$ cat src/rtl/xadc_pkg.sv
// Shared types and constants for the XADC multichannel sampler.
package xadc_pkg;

  localparam int XADC_CODE_W = 12;

  // Well-known XADC DRP status register addresses
  localparam logic [6:0] ADDR_TEMP      = 7'h00;
  localparam logic [6:0] ADDR_VAUX_BASE = 7'h10;

  typedef enum logic [1:0] {
    IDLE,
    REQ,
    WAIT,
    ACC
  } state_t;

  // Millivolts for a 1 V full-scale range: (code * 1000) >> 12
  function automatic logic [9:0] mv_from_code(input logic [XADC_CODE_W-1:0] code);
    logic [21:0] prod;
    prod = 22'(code) * 22'd1000;
    return prod[21:12];
  endfunction

endpackage

$ cat src/rtl/xadc_drp_reader.sv
// DRP read handshake: one-cycle den pulse, address hold, bounded wait for drdy.
module xadc_drp_reader
  import xadc_pkg::*;
#(
  parameter int TIMEOUT = 63
) (
  input  logic                   clk,
  input  logic                   rst_n,
  input  logic                   i_start,
  input  logic [6:0]             i_addr,
  output logic                   o_done,
  output logic                   o_err,
  output logic [XADC_CODE_W-1:0] o_code,
  output logic                   o_den,
  output logic [6:0]             o_daddr,
  input  logic                   i_drdy,
  input  logic [XADC_CODE_W-1:0] i_drp_code
);

  localparam int                TMO_W    = $clog2(TIMEOUT + 1);
  localparam logic [TMO_W-1:0]  TMO_LAST = TMO_W'(TIMEOUT - 1);

  state_t                   r_state;
  logic [TMO_W-1:0]         r_tmo;
  logic                     r_den;
  logic [6:0]               r_daddr;
  logic [XADC_CODE_W-1:0]   r_code;

  // drdy wins over the timeout when both land on the last wait cycle
  assign o_done  = (r_state == WAIT) && i_drdy;
  assign o_err   = (r_state == WAIT) && !i_drdy && (r_tmo == TMO_LAST);
  assign o_code  = r_code;
  assign o_den   = r_den;
  assign o_daddr = r_daddr;

  // Request/wait sequencer with timeout counter
  always_ff @(posedge clk or negedge rst_n) begin
    if (!rst_n) begin
      r_state <= IDLE;
      r_tmo   <= '0;
      r_den   <= 1'b0;
      r_daddr <= '0;
      r_code  <= '0;
    end else begin
      case (r_state)
        IDLE: begin
          if (i_start) begin
            r_state <= REQ;
            r_den   <= 1'b1;
            r_daddr <= i_addr;
          end
        end
        REQ: begin
          r_state <= WAIT;
          r_den   <= 1'b0;
          r_tmo   <= '0;
        end
        WAIT: begin
          if (i_drdy) begin
            r_state <= IDLE;
            r_code  <= i_drp_code;
            r_daddr <= '0;
          end else if (r_tmo == TMO_LAST) begin
            r_state <= IDLE;
            r_daddr <= '0;
          end else begin
            r_tmo <= r_tmo + 1'b1;
          end
        end
        default: begin
          r_state <= IDLE;
          r_den   <= 1'b0;
        end
      endcase
    end
  end

endmodule

$ cat src/rtl/xadc_multichannel_sampler.sv
// XADC sequencer front end: matches eoc channels, reads results over DRP,
// averages 2**AVG_LOG2 samples per channel and serves registered readback.
module xadc_multichannel_sampler
  import xadc_pkg::*;
#(
  parameter int               NUM_CH   = 4,
  // ch i = CH_ADDRS[7*i +: 7]; ch0 sits in the low bits (ch0=0x15 .. ch3=0x1E)
  parameter logic [7*NUM_CH-1:0] CH_ADDRS = {7'h1E, 7'h16, 7'h1C, 7'h15},
  parameter int               AVG_LOG2 = 2,
  parameter int               TIMEOUT  = 63,
  localparam int              SEL_W    = (NUM_CH > 1) ? $clog2(NUM_CH) : 1
) (
  input  logic             clk,
  input  logic             reset_n,
  input  logic             eoc_in,
  input  logic [4:0]       channel_in,
  output logic [6:0]       daddr_out,
  output logic             den_out,
  input  logic             drdy_in,
  input  logic [15:0]      do_in,
  input  logic [SEL_W-1:0] rd_sel,
  output logic [11:0]      rd_code,
  output logic [9:0]       rd_mv,
  output logic             rd_valid,
  output logic             sample_strobe,
  output logic             overrun,
  output logic             drp_err
);

  localparam int                ACC_W    = XADC_CODE_W + AVG_LOG2;
  localparam int                CNT_W    = (AVG_LOG2 > 0) ? AVG_LOG2 : 1;
  localparam logic [CNT_W-1:0]  CNT_LAST = CNT_W'((1 << AVG_LOG2) - 1);

  state_t                  r_state;
  logic [SEL_W-1:0]        r_k;
  logic                    r_overrun;
  logic                    r_drp_err;

  logic [ACC_W-1:0]        r_acc   [NUM_CH];
  logic [CNT_W-1:0]        r_cnt   [NUM_CH];
  logic [XADC_CODE_W-1:0]  r_avg   [NUM_CH];
  logic [NUM_CH-1:0]       r_valid;
  logic                    r_strobe;

  logic [XADC_CODE_W-1:0]  r_rd_code;
  logic [9:0]              r_rd_mv;
  logic                    r_rd_valid;

  logic                    w_match;
  logic [SEL_W-1:0]        w_k;
  logic [6:0]              w_addr;
  logic                    w_start;
  logic                    w_done;
  logic                    w_err;
  logic [XADC_CODE_W-1:0]  w_code;
  logic [ACC_W-1:0]        w_acc_new;
  logic                    w_sel_ok;
  logic                    w_unused_lsb;

  assign w_unused_lsb = ^do_in[3:0];

  // Channel match: first CH_ADDRS entry equal to the zero-extended channel wins
  always_comb begin
    w_match = 1'b0;
    w_k     = '0;
    w_addr  = {2'b00, channel_in};
    for (int unsigned i = 0; i < NUM_CH; i++) begin
      if (!w_match && (CH_ADDRS[7*i +: 7] == w_addr)) begin
        w_match = 1'b1;
        w_k     = SEL_W'(i);
      end
    end
  end

  assign w_start = (r_state == IDLE) && eoc_in && w_match;

  xadc_drp_reader #(
    .TIMEOUT (TIMEOUT)
  ) u_drp (
    .clk        (clk),
    .rst_n      (reset_n),
    .i_start    (w_start),
    .i_addr     (w_addr),
    .o_done     (w_done),
    .o_err      (w_err),
    .o_code     (w_code),
    .o_den      (den_out),
    .o_daddr    (daddr_out),
    .i_drdy     (drdy_in),
    .i_drp_code (do_in[15:4])
  );

  // Sequencer tracking plus sticky overrun / DRP-error flags
  always_ff @(posedge clk or negedge reset_n) begin
    if (!reset_n) begin
      r_state   <= IDLE;
      r_k       <= '0;
      r_overrun <= 1'b0;
      r_drp_err <= 1'b0;
    end else begin
      if (eoc_in && (r_state != IDLE)) begin
        r_overrun <= 1'b1;
      end
      case (r_state)
        IDLE: begin
          if (w_start) begin
            r_state <= REQ;
            r_k     <= w_k;
          end
        end
        REQ:  r_state <= WAIT;
        WAIT: begin
          if (w_done) begin
            r_state <= ACC;
          end else if (w_err) begin
            r_state   <= IDLE;
            r_drp_err <= 1'b1;
          end
        end
        ACC:     r_state <= IDLE;
        default: r_state <= IDLE;
      endcase
    end
  end

  assign w_acc_new = r_acc[r_k] + ACC_W'(w_code);

  // Per-channel accumulate; publish the truncated average when the count wraps
  always_ff @(posedge clk or negedge reset_n) begin
    if (!reset_n) begin
      for (int unsigned i = 0; i < NUM_CH; i++) begin
        r_acc[i] <= '0;
        r_cnt[i] <= '0;
        r_avg[i] <= '0;
      end
      r_valid  <= '0;
      r_strobe <= 1'b0;
    end else begin
      r_strobe <= 1'b0;
      if (r_state == ACC) begin
        if (r_cnt[r_k] == CNT_LAST) begin
          r_cnt[r_k]   <= '0;
          r_acc[r_k]   <= '0;
          r_avg[r_k]   <= w_acc_new[AVG_LOG2 +: XADC_CODE_W];
          r_valid[r_k] <= 1'b1;
          r_strobe     <= 1'b1;
        end else begin
          r_cnt[r_k] <= r_cnt[r_k] + 1'b1;
          r_acc[r_k] <= w_acc_new;
        end
      end
    end
  end

  assign w_sel_ok = (32'(rd_sel) < 32'(NUM_CH));

  // Registered readback; same-cycle updates are seen one cycle later
  always_ff @(posedge clk or negedge reset_n) begin
    if (!reset_n) begin
      r_rd_code  <= '0;
      r_rd_mv    <= '0;
      r_rd_valid <= 1'b0;
    end else if (w_sel_ok) begin
      r_rd_code  <= r_avg[rd_sel];
      r_rd_mv    <= mv_from_code(r_avg[rd_sel]);
      r_rd_valid <= r_valid[rd_sel];
    end else begin
      r_rd_code  <= '0;
      r_rd_mv    <= '0;
      r_rd_valid <= 1'b0;
    end
  end

  assign rd_code       = r_rd_code;
  assign rd_mv         = r_rd_mv;
  assign rd_valid      = r_rd_valid;
  assign sample_strobe = r_strobe;
  assign overrun       = r_overrun;
  assign drp_err       = r_drp_err;

endmodule

$ cat config.mk
export PLATFORM = sky130hd
export DESIGN_NAME = xadc_multichannel_sampler
export DESIGN_NICKNAME = d
export VERILOG_FILES = /design/src/rtl/xadc_pkg.sv /design/src/rtl/xadc_drp_reader.sv /design/src/rtl/xadc_multichannel_sampler.sv
export SDC_FILE = /design/constraint.sdc
export NUM_CORES = 1
export LEC_CHECK = 0
export ABC_AREA = 1
export BUFFER_PORTS_ARGS = -buffer_cell sky130_fd_sc_hd__buf_2
export CORE_AREA = 2 2 144 146
export DETAILED_ROUTE_END_ITERATION = 12
export DIE_AREA = 0 0 146 148
export PLACE_DENSITY = 0.65
export SYNTH_ARGS = -nofsm -noshare
export SYNTH_HDL_FRONTEND = slang
export SYNTH_SLANG_ARGS = --single-unit
$ cat constraint.sdc
create_clock -name clk -period 8.9 [get_ports clk]
set_clock_uncertainty 0.05 [all_clocks]
set_input_delay 1.78 -clock clk [delete_from_list [all_inputs] [get_ports clk]]
set_output_delay 1.78 -clock clk [all_outputs]
set_load 0.02 [all_outputs]
==> flow_summary.yaml, run 1 <==
sta:
  rsz0062_at_grt: "false"
  slew_headroom_pct: 30.85
  setup_ws_ns: 2.133
  slew_violations: 0
  fin_setup_tns_ns: 0
  period_needed_ns: 6.767
  setup_violations: 0
  worstMarginPinSlew_ns: 1.036
  fmax_mhz: 147.8
  hold_viol_final: 0
  post-route-period-util_pct: 76.04
worst_hold_path:
  hold_depth: 1
  min_to: "overrun"
  min_from: "overrun"
  hold_class: "flip-flop to flip-flop"
power_and_ir_drop:
  power.leakage_nw: 5.744
  netSwitchingFraction_pct: 44.15
  clkPwrFrac_pct: 20.9
  p_switching_w: 0.001641
  sequentialPowerShare_pct: 28.7
  internal_power_w: 0.002076
  peakVddDrop_mv: 0.1639
  power_density_mw_per_mm2: 338.8
  combinationalPowerShare_pct: 50.4
placement:
  place_ws_ns: 1.806
  place_area_sq_mm: 0.01035
  gp_congestion: 0.8592
  dpl.hpwl_um: 15560
  port_buffers: 54
critical_path:
  cp.required_ns: 9.17
  r2r-end: "rd_mv[8]"
  crit_top_cell: "inv_1"
  critPathTopFamily: "adder cells"
  rrSetupSlack_ns: 3.75
  worst_path_max_delay_cell: "a32oi_1"
  crit-reg2reg-launch: "r_avg[40]"
  crit_path_max_fanout: 23
  criticalPathCategory: "input pin to flip-flop"
  cp.arrival_ns: 7.03
  path_cells: "buf_2 > inv_1 > a21oi_1 > a32oi_1 > inv_1 > fa_1 > fa_1 > inv_1 > fa_1 > inv_1 > fa_1 > inv_1 > ha_1 > nand2_1 > inv_1 > a21oi_1 > nor2_1 > a211oi_1 > nand2_1 > nand2_1 > nand2_1"
  worst_setup_path_end_kind: "flip-flop"
  rr_worst_depth: 21
  cpPeakStageDelay_ns: 0.72
  start_kind: "input pin"
  path_buf_inv: 7
routing:
  postRouteAntennaNets: 0
  vias: 7620
  routed_via_density: 5.073
  drt-wirelength-per-cell_um: 14.60
  firstDrtPassIters: 5
  first_iter_violations: 563
  wl_um: 21930
  dr_wl_met2_um: 10120
  highest_layer: "met4"
  drc: 0
  wl_met3_um: 765
  met1_length_um: 10620
global_routing:
  grt_pass1_wl_um: 37260
  grt.overflow.total: 0
  grt_usage_pct: 21.68
  grt_max_degree: 98
  grt_pass1_vias: 7462
  antenna_found_initial: 0
clock_tree:
  cts_buffers: 17
  cts_tree: "done"
  clk_path_buf_depth: 2
  ctsRootBufferMaster: "clkbuf_16"
  cts.clk_slew.worst_paths_ns: 0.07
  cts_sinks: 172
  htree_levels: 4
  post_cts_resized: 0
  holdBufCountCts: 0
  postCtsSetupBuffers: 0
  clk_latency_ns: 0.43
layout:
  stdcell_area_sq_mm: 0.01097
  fill_cells: 1907
  antennaDiodeCount: 0
  drive_above_1_share_pct: 10.88
  areaGrowthSynthToFinish_pct: 11.50
  fin_nets: 1342
synthesis:
  synth_enable_flop_cells: 0
  yosysSeqAreaShare_pct: 43.75
  yosys.area.top_type: "dfrtp_1"
  ys_top_cells_by_count: "nand2_1 (354), dfrtp_1 (172), inv_1 (136)"
  yosysUniqueCellTypes: 44
  synth_seq_cells: 172
  netlist_instances: 1170
  synth_warnings: 0
  yosys-top-cells-area: "dfrtp_1 (44%), nand2_1 (14%), fa_1 (7.7%)"
  synthFlopType: "dfrtp_1"
  synth.most_common_cell: "nand2_1"
  synth.avg_cell_area_sq_um: 8.408
  syn_area_sq_mm: 0.009837
  synthArstFlopShare_pct: 100.0
  synth_top_area_share_pct: 43.75
floorplan:
  dieHeight_um: 148
  die-area_sq_mm: 0.02161
  core_region_area_sq_mm: 0.02004
  rows: 52
  initial_utilization_pct: 49.09
  io_pins: 61
  die_w_um: 146
status:
  status: "completed"
run:
  drv_cap: 0
-- how the worst max path moves through the flow --
stage	startpoint	endpoint	slack, ns	depth (start not counted)
after floorplan	rd_sel[0]	rd_mv[8]	2.77	22
after global placement	rd_sel[1]	rd_mv[8]	1.82	21
after detailed placement	rd_sel[1]	rd_mv[8]	1.81	21
after CTS	rd_sel[1]	rd_mv[8]	2.21	21
after global routing	rd_sel[1]	rd_mv[8]	1.81	21
final	rd_sel[1]	rd_mv[8]	2.13	21
-- final cells by class --
class	instances	area, sq um	area share (%)
Tap cell	270	337.8	3.080
Clock inverter	11	155.1	1.415
Timing Repair Buffer	62	336.6	3.069
Inverter	148	558.0	5.088
Multi-Input combinational cell	818	4816	43.91
Sequential cell	172	4304	39.24
Clock buffer	21	460.4	4.198
-- layer usage --
metal | up-vias | global-route usage (%)
li1 | 3819 | -
met1 | 3621 | 30.27
met2 | 154 | 34.67
met3 | 26 | 4.228
met4 | 0 | 6.456
met5 | - | 0
-- registers in the layout (all words and copies together), names as in the netlist, 4 cells and up --
name / flops
u_drp.o_daddr: 5
rd_mv: 10
r_valid: 4
u_drp.o_code: 12
r_acc: 56
r_avg: 48
rd_code: 12
r_cnt: 8
u_drp.r_tmo: 6
-- cell families after synthesis --
| logic type | count (synthesis) | synth area share, % |
|---|---|---|
| and+or+nand+nor | 533 | 22.22 |
| other | 1 | 0.03812 |
| AOI/OAI and AO/OA | 174 | 10.32 |
| DFF | 172 | 43.75 |
| xor gates and xnor gates | 13 | 1.234 |
| buffers and inverters | 181 | 7.326 |
| adders and majority gates | 96 | 15.11 |
-- through the flow --
stage | hold WS [ns] | cells | util (%) | power (W)
5_1_grt | 0.4377 | 1502 | 54.73 | 0.004063
6_report | 0.4184 | 1502 | 54.73 | 0.003716
4_1_cts | 0.4195 | 1502 | 54.73 | 0.003737
3_3_place_gp | 0.3891 | 1470 | 51.66 | 0.002911
2_1_floorplan | 0.3837 | 1171 | - | 0.002468
3_5_place_dp | 0.4027 | 1470 | 51.66 | 0.002939
-- worst reg2reg max path: cells and delay by family (launching register included) --
family | cells | cell delay [ns]
adder cells (fa/ha/maj) | 5 | 2.35
AO/OA/AOI/OAI | 3 | 1.20
buffers and inverters | 7 | 0.58
AND/OR/NAND/NOR | 6 | 0.51
flip-flops | 1 | 0.32
-- placed cells by master (no fill, tap or decap), types with 2 or more instances in the layout --
cell and n:
a211oi_1 2, a21o_1 3, a21oi_1 61, a22oi_1 19, a32oi_1 10, and2_1 3
buf_2 53, buf_4 8, bufinv_16 3, clkbuf_1 2, clkbuf_16 17, clkbuf_8 2
clkinv_2 2, clkinv_4 2, conb_1 2, dfrtp_1 172, fa_1 38, ha_1 58
inv_1 136, inv_2 11, inv_6 3, nand2_1 354, nand2_2 6, nand3_1 50
nand3_2 3, nand4_1 9, nor2_1 85, nor2_2 8, nor3_1 5, o21a_1 2
o21ai_0 53, o21ai_1 10, o21ai_2 2, o221ai_1 3, o22ai_1 4, or2_2 7
xnor2_1 4, xor2_1 8
-- power groups by stage --
stage	registers (W)	logic, W	clock network [W]
floorplan	0.00111	0.00136	0
global placement	0.00108	0.00184	0
detailed placement	0.00108	0.00186	0
CTS	0.00107	0.00188	0.000793
global route	0.00109	0.00214	0.000834
finish	0.00107	0.00187	0.000777
Power figures use the tool's default switching activity.
==> run 2, diff against run 1 <==
==> constraint.sdc (replaced) <==
create_clock -name clk -period 6.25 [get_ports clk]
set_clock_uncertainty 0.05 [all_clocks]
set_input_delay 1.25 -clock clk [delete_from_list [all_inputs] [get_ports clk]]
set_output_delay 1.25 -clock clk [all_outputs]
set_load 0.02 [all_outputs]
==> run 2 against run 1 <==
Sequential power up 42%. Worst hold slack better by 0.0026 ns. Clock power up 54%.
==> flow_summary.yaml, run 2 (synthesis gave the netlist of run 1 again) <==
floorplan:
  die_w_um: 146
  die-area_sq_mm: 0.02161
  core_region_area_sq_mm: 0.02004
  dieHeight_um: 148
  initial_utilization_pct: 49.09
  rows: 52
  io_pins: 61
layout:
  stdcell_area_sq_mm: 0.01118
  reg_top3: "r_acc: 56 flops, r_avg: 48 flops"
  final_common_cell: "nand2_1"
  layout_common_cells: "nand2_1 (354), dfrtp_1 (172), inv_1 (136)"
  antennaDiodeCount: 0
  fin_nets: 1363
  areaGrowthSynthToFinish_pct: 13.61
  drive_above_1_share_pct: 12.53
  top_register: "r_acc"
  largest_reg_flops: 56
  stdcell_count: 1523
worst_hold_path:
  min_to: "r_valid[2]"
  min_from: "r_valid[2]"
  hold_depth: 1
  hold_class: "flip-flop to flip-flop"
global_routing:
  grt.overflow.total: 0
  grt_pass1_wl_um: 38070
  grt_pass1_vias: 7803
  antenna_found_initial: 0
  grt_max_degree: 87
  grt_usage_pct: 21.95
placement:
  place_ws_ns: 0.1917
  gp_congestion: 0.8509
  numPlacedInstances: 1491
  place_area_sq_mm: 0.01051
  port_buffers: 54
  dpl.hpwl_um: 15800
sta:
  post-route-period-util_pct: 91.09
  hold_viol_final: 0
  fin_setup_tns_ns: 0
  setup_ws_ns: 0.5566
  fmax_mhz: 175.6
  slew_headroom_pct: 34.53
  period_needed_ns: 5.693
  worstMarginPinSlew_ns: 0.9810
  rsz0062_at_grt: "false"
  setup_violations: 0
  slew_violations: 0
routing:
  first_iter_violations: 484
  firstDrtPassIters: 5
  vias: 7841
  drc: 0
  wl_um: 22130
  routed_via_density: 5.148
  postRouteAntennaNets: 0
  drt-wirelength-per-cell_um: 14.53
power_and_ir_drop:
  power.leakage_nw: 5.867
  peakVddDrop_mv: 0.2341
  power_density_mw_per_mm2: 487.8
run:
  drv_cap: 0
critical_path:
  rr_worst_depth: 20
  criticalPathCategory: "input pin to flip-flop"
  rrSetupSlack_ns: 1.59
  r2r-end: "rd_mv[7]"
  worst_setup_path_end_kind: "flip-flop"
  crit-reg2reg-launch: "r_avg[41]"
  start_kind: "input pin"
  crit_path_max_fanout: 20
  cp.required_ns: 6.55
  cp.arrival_ns: 6.00
clock_tree:
  cts_tree: "done"
  holdBufCountCts: 0
  ctsRootBufferMaster: "clkbuf_16"
  htree_levels: 4
  clk_latency_ns: 0.43
  post_cts_resized: 0
  cts.clk_slew.worst_paths_ns: 0.07
  clk_path_buf_depth: 2
  cts_buffers: 17
  postCtsSetupBuffers: 0
  cts_sinks: 172
status:
  status: "completed"
-- run 2: changes by cell type in the layout (fill, tap and decap cells not counted), sizes merged --
cell	before	now
inv	152	155
bufinv	3	5
clkinv	4	1
clkbuf	21	18
buf	62	83
clkinvlp	0	1
-- run 2: power by group --
part | switching, W | internal [W]
combinational | 0.00177 | 0.000965
clock | 0.000468 | 0.000730
sequential | 0.000134 | 0.00138
-- run 2: layout make-up --
cell class                 count  area, sq um
clock inverter                14        226.5
timing repair buffer          83        494.2
sequential                   172         4304
inverter                     148        558.0
clock buffer                  18        439.2
multi-input combinational    818         4816
fill                        1885         8864
tap                          270        337.8
-- run 2: worst max path at each step --
stage | to | from
2_1_floorplan | rd_mv[8] | rd_sel[0]
3_3_place_gp | rd_mv[7] | rd_sel[1]
3_5_place_dp | rd_mv[7] | rd_sel[1]
4_1_cts | rd_mv[7] | rd_sel[1]
5_1_grt | rd_mv[8] | rd_sel[1]
6_report | rd_mv[7] | rd_sel[1]
-- run 2: routing by layer --
metal	track usage [%]	up-vias	part of all wire [%]
li1	-	3860	-
met4	8.932	0	2.9
met1	29.56	3793	47
met2	36.11	154	47
met3	3.117	34	3.2
met5	0	-	0
-- run 2: metrics by stage --
step | power (W) | hold slack, ns | utilization [%]
after detailed placement | 0.004255 | 0.4024 | 52.45
after floorplan | 0.003514 | 0.3837 | -
after global routing | 0.005947 | 0.4320 | 55.77
after CTS | 0.005473 | 0.4184 | 55.77
after global placement | 0.004208 | 0.3984 | 52.45
final | 0.005452 | 0.4211 | 55.77
-- run 2: critical path, cell delays in order --
cell and delay [ns]:
buf_2 0.12, inv_1 0.48, a21oi_1 0.09, a32oi_1 0.36, inv_1 0.18, fa_1 0.52
fa_1 0.52, inv_1 0.06, fa_1 0.49, inv_1 0.05, fa_1 0.50, inv_1 0.04
ha_1 0.36, nand2_1 0.13, nor2_1 0.17, nand4_1 0.13, o21ai_2 0.22, nand2_1 0.08
nand2_1 0.08, xor2_1 0.16
==> run 3, diff against run 2 <==
==> constraint.sdc (replaced) <==
create_clock -name clk -period 5.6 [get_ports clk]
set_clock_uncertainty 0.05 [all_clocks]
set_input_delay 1.12 -clock clk [delete_from_list [all_inputs] [get_ports clk]]
set_output_delay 1.12 -clock clk [all_outputs]
set_load 0.02 [all_outputs]
==> run 3 against run 2 <==
Die area unchanged. Largest cell class unchanged. Design area increased by 0.47%. Flip-flop and latch count unchanged. Non-clock buffer count increased by 20. Core utilization increased by 0.26 points. Total power increased by 11%. Sequential power increased by 12%. Global-route usage decreased by 0.15 points. Wire length decreased by 0.14%. Register-to-register slack got worse by 0.52 ns. Combinational power increased by 16%.
==> flow_summary.yaml, run 3 (synthesis gave the netlist of run 1 again) <==
status:
  status: "completed"
clock_tree:
  holdBufCountCts: 0
  cts_buffers: 17
  clk_path_buf_depth: 2
  cts.clk_slew.worst_paths_ns: 0.07
  post_cts_resized: 0
  ctsRootBufferMaster: "clkbuf_16"
  htree_levels: 4
  cts_sinks: 172
  cts_tree: "done"
  postCtsSetupBuffers: 0
  clk_latency_ns: 0.43
critical_path:
  cp.arrival_ns: 5.44
  cp.required_ns: 5.90
  start_kind: "input pin"
  path_cells: "buf_2 > inv_1 > a21oi_1 > a32oi_1 > inv_1 > fa_1 > fa_1 > inv_1 > fa_1 > inv_1 > fa_1 > inv_1 > ha_1 > nand2_1 > nor2_1 > nand4_1 > o21ai_2 > nand2_1 > nand2_1 > xor2_1"
  crit_top_cell: "inv_1"
  worst_setup_path_end_kind: "flip-flop"
  cpPeakStageDelay_ns: 0.52
  criticalPathCategory: "input pin to flip-flop"
  crit_path_max_fanout: 10
  worst_path_max_delay_cell: "fa_1"
  rrSetupSlack_ns: 1.07
sta:
  slew_headroom_pct: 36.53
  fin_setup_tns_ns: 0
  post-route-period-util_pct: 91.83
  worstMarginPinSlew_ns: 0.9511
  hold_viol_final: 0
  rsz0062_at_grt: "false"
  worst_hold_slack_ns: 0.4076
  slew_violations: 0
  period_needed_ns: 5.142
  fmax_mhz: 194.5
  setup_violations: 0
routing:
  firstDrtPassIters: 5
  wl_um: 22100
  routed_via_density: 5.056
  first_iter_violations: 471
  drt-wirelength-per-cell_um: 14.33
  postRouteAntennaNets: 0
  vias: 7802
  drc: 0
placement:
  port_buffers: 54
  gp_congestion: 0.8521
  dpl.hpwl_um: 16060
  numPlacedInstances: 1511
  place_area_sq_mm: 0.01066
run:
  drv_cap: 0
global_routing:
  antenna_found_initial: 0
  grt_usage_pct: 21.80
  grt_pass1_wl_um: 37690
  grt_max_degree: 65
  grt.overflow.total: 0
  grt_pass1_vias: 7778
layout:
  stdcell_area_sq_mm: 0.01123
  largest_reg_flops: 56
  fill_cells: 1889
  reg_top3: "r_acc: 56 flops, r_avg: 48 flops"
  areaGrowthSynthToFinish_pct: 14.14
  antennaDiodeCount: 0
  layout_common_cells: "nand2_1 (354), dfrtp_1 (172), inv_1 (136)"
  stdcell_count: 1543
  fin_nets: 1383
  drive_above_1_share_pct: 13.83
  top_register: "r_acc"
  final_common_cell: "nand2_1"
worst_hold_path:
  hold_class: "flip-flop to flip-flop"
power_and_ir_drop:
  total_power_w: 0.006028
  power.leakage_nw: 5.913
  power_density_mw_per_mm2: 536.9
  peakVddDrop_mv: 0.2644
floorplan:
  io_pins: 61
  core_region_area_sq_mm: 0.02004
  dieHeight_um: 148
  die-area_sq_mm: 0.02161
  die_w_um: 146
  rows: 52
  initial_utilization_pct: 49.09
-- run 3: changes by cell type in the layout (fill, tap and decap cells not counted), sizes merged --
| cell | previous run | this run |
|---|---|---|
| buf | 83 | 103 |
| bufinv | 5 | 1 |
| clkinv | 1 | 7 |
| clkinvlp | 1 | 2 |
| inv | 155 | 152 |
-- run 3: worst paths after layout --
kind                       startpoint        end  depth (start not counted)
max                         rd_sel[1]   rd_mv[7]                         20
min                           overrun    overrun                          1
max reg2reg                 r_avg[41]   rd_mv[7]                         20
min reg2reg                   overrun    overrun                          1
max in group asynchronous     reset_n   r_acc[9]                          2
min in group asynchronous     reset_n  r_avg[14]                          1
-- run 3: through the flow --
stage	util (%)	setup slack, ns
4_1_cts	56.03	0.4591
3_3_place_gp	53.20	0.03608
6_report	56.03	0.4577
2_1_floorplan	-	0.1272
3_5_place_dp	53.20	0.003878
5_1_grt	56.03	0.1067
-- run 3: area by class of cell --
type	instances	area, sq um	share of cell area [%]
timing repair buffer	103	644.4	5.739
clock buffer	18	429.2	3.822
clock inverter	14	138.9	1.237
tap	270	337.8	3.009
sequential	172	4304	38.33
multi-input combinational	818	4816	42.89
inverter	148	558.0	4.970
-- run 3: metal layers --
metal  vias to the layer above  GRT usage (%)  share of wire [%]
met4                         0          8.252                2.6
met5                         -              0                  0
met2                       129          35.92                 47
li1                       3907              -                  -
met1                      3735          29.30                 47
met3                        31          3.488                3.1
-- run 3: critical path, delay by kind of cell --
kind | cells | cell delay [ns]
xor gates and xnor gates | 1 | 0.16
adders and majority gates | 5 | 2.34
and+or+nand+nor | 5 | 0.54
buffers and inverters | 6 | 0.67
AOI/OAI and AO/OA | 3 | 0.59
-- run 3: power breakdown --
group	internal (W)	leakage [nW]	total [W]	switching, W
sequential	0.00154	2.29	0.00170	0.000154
clock	0.000622	0.275	0.00115	0.000524
combinational	0.00119	3.35	0.00318	0.00199
total	0.00336	5.91	0.00603	0.00267
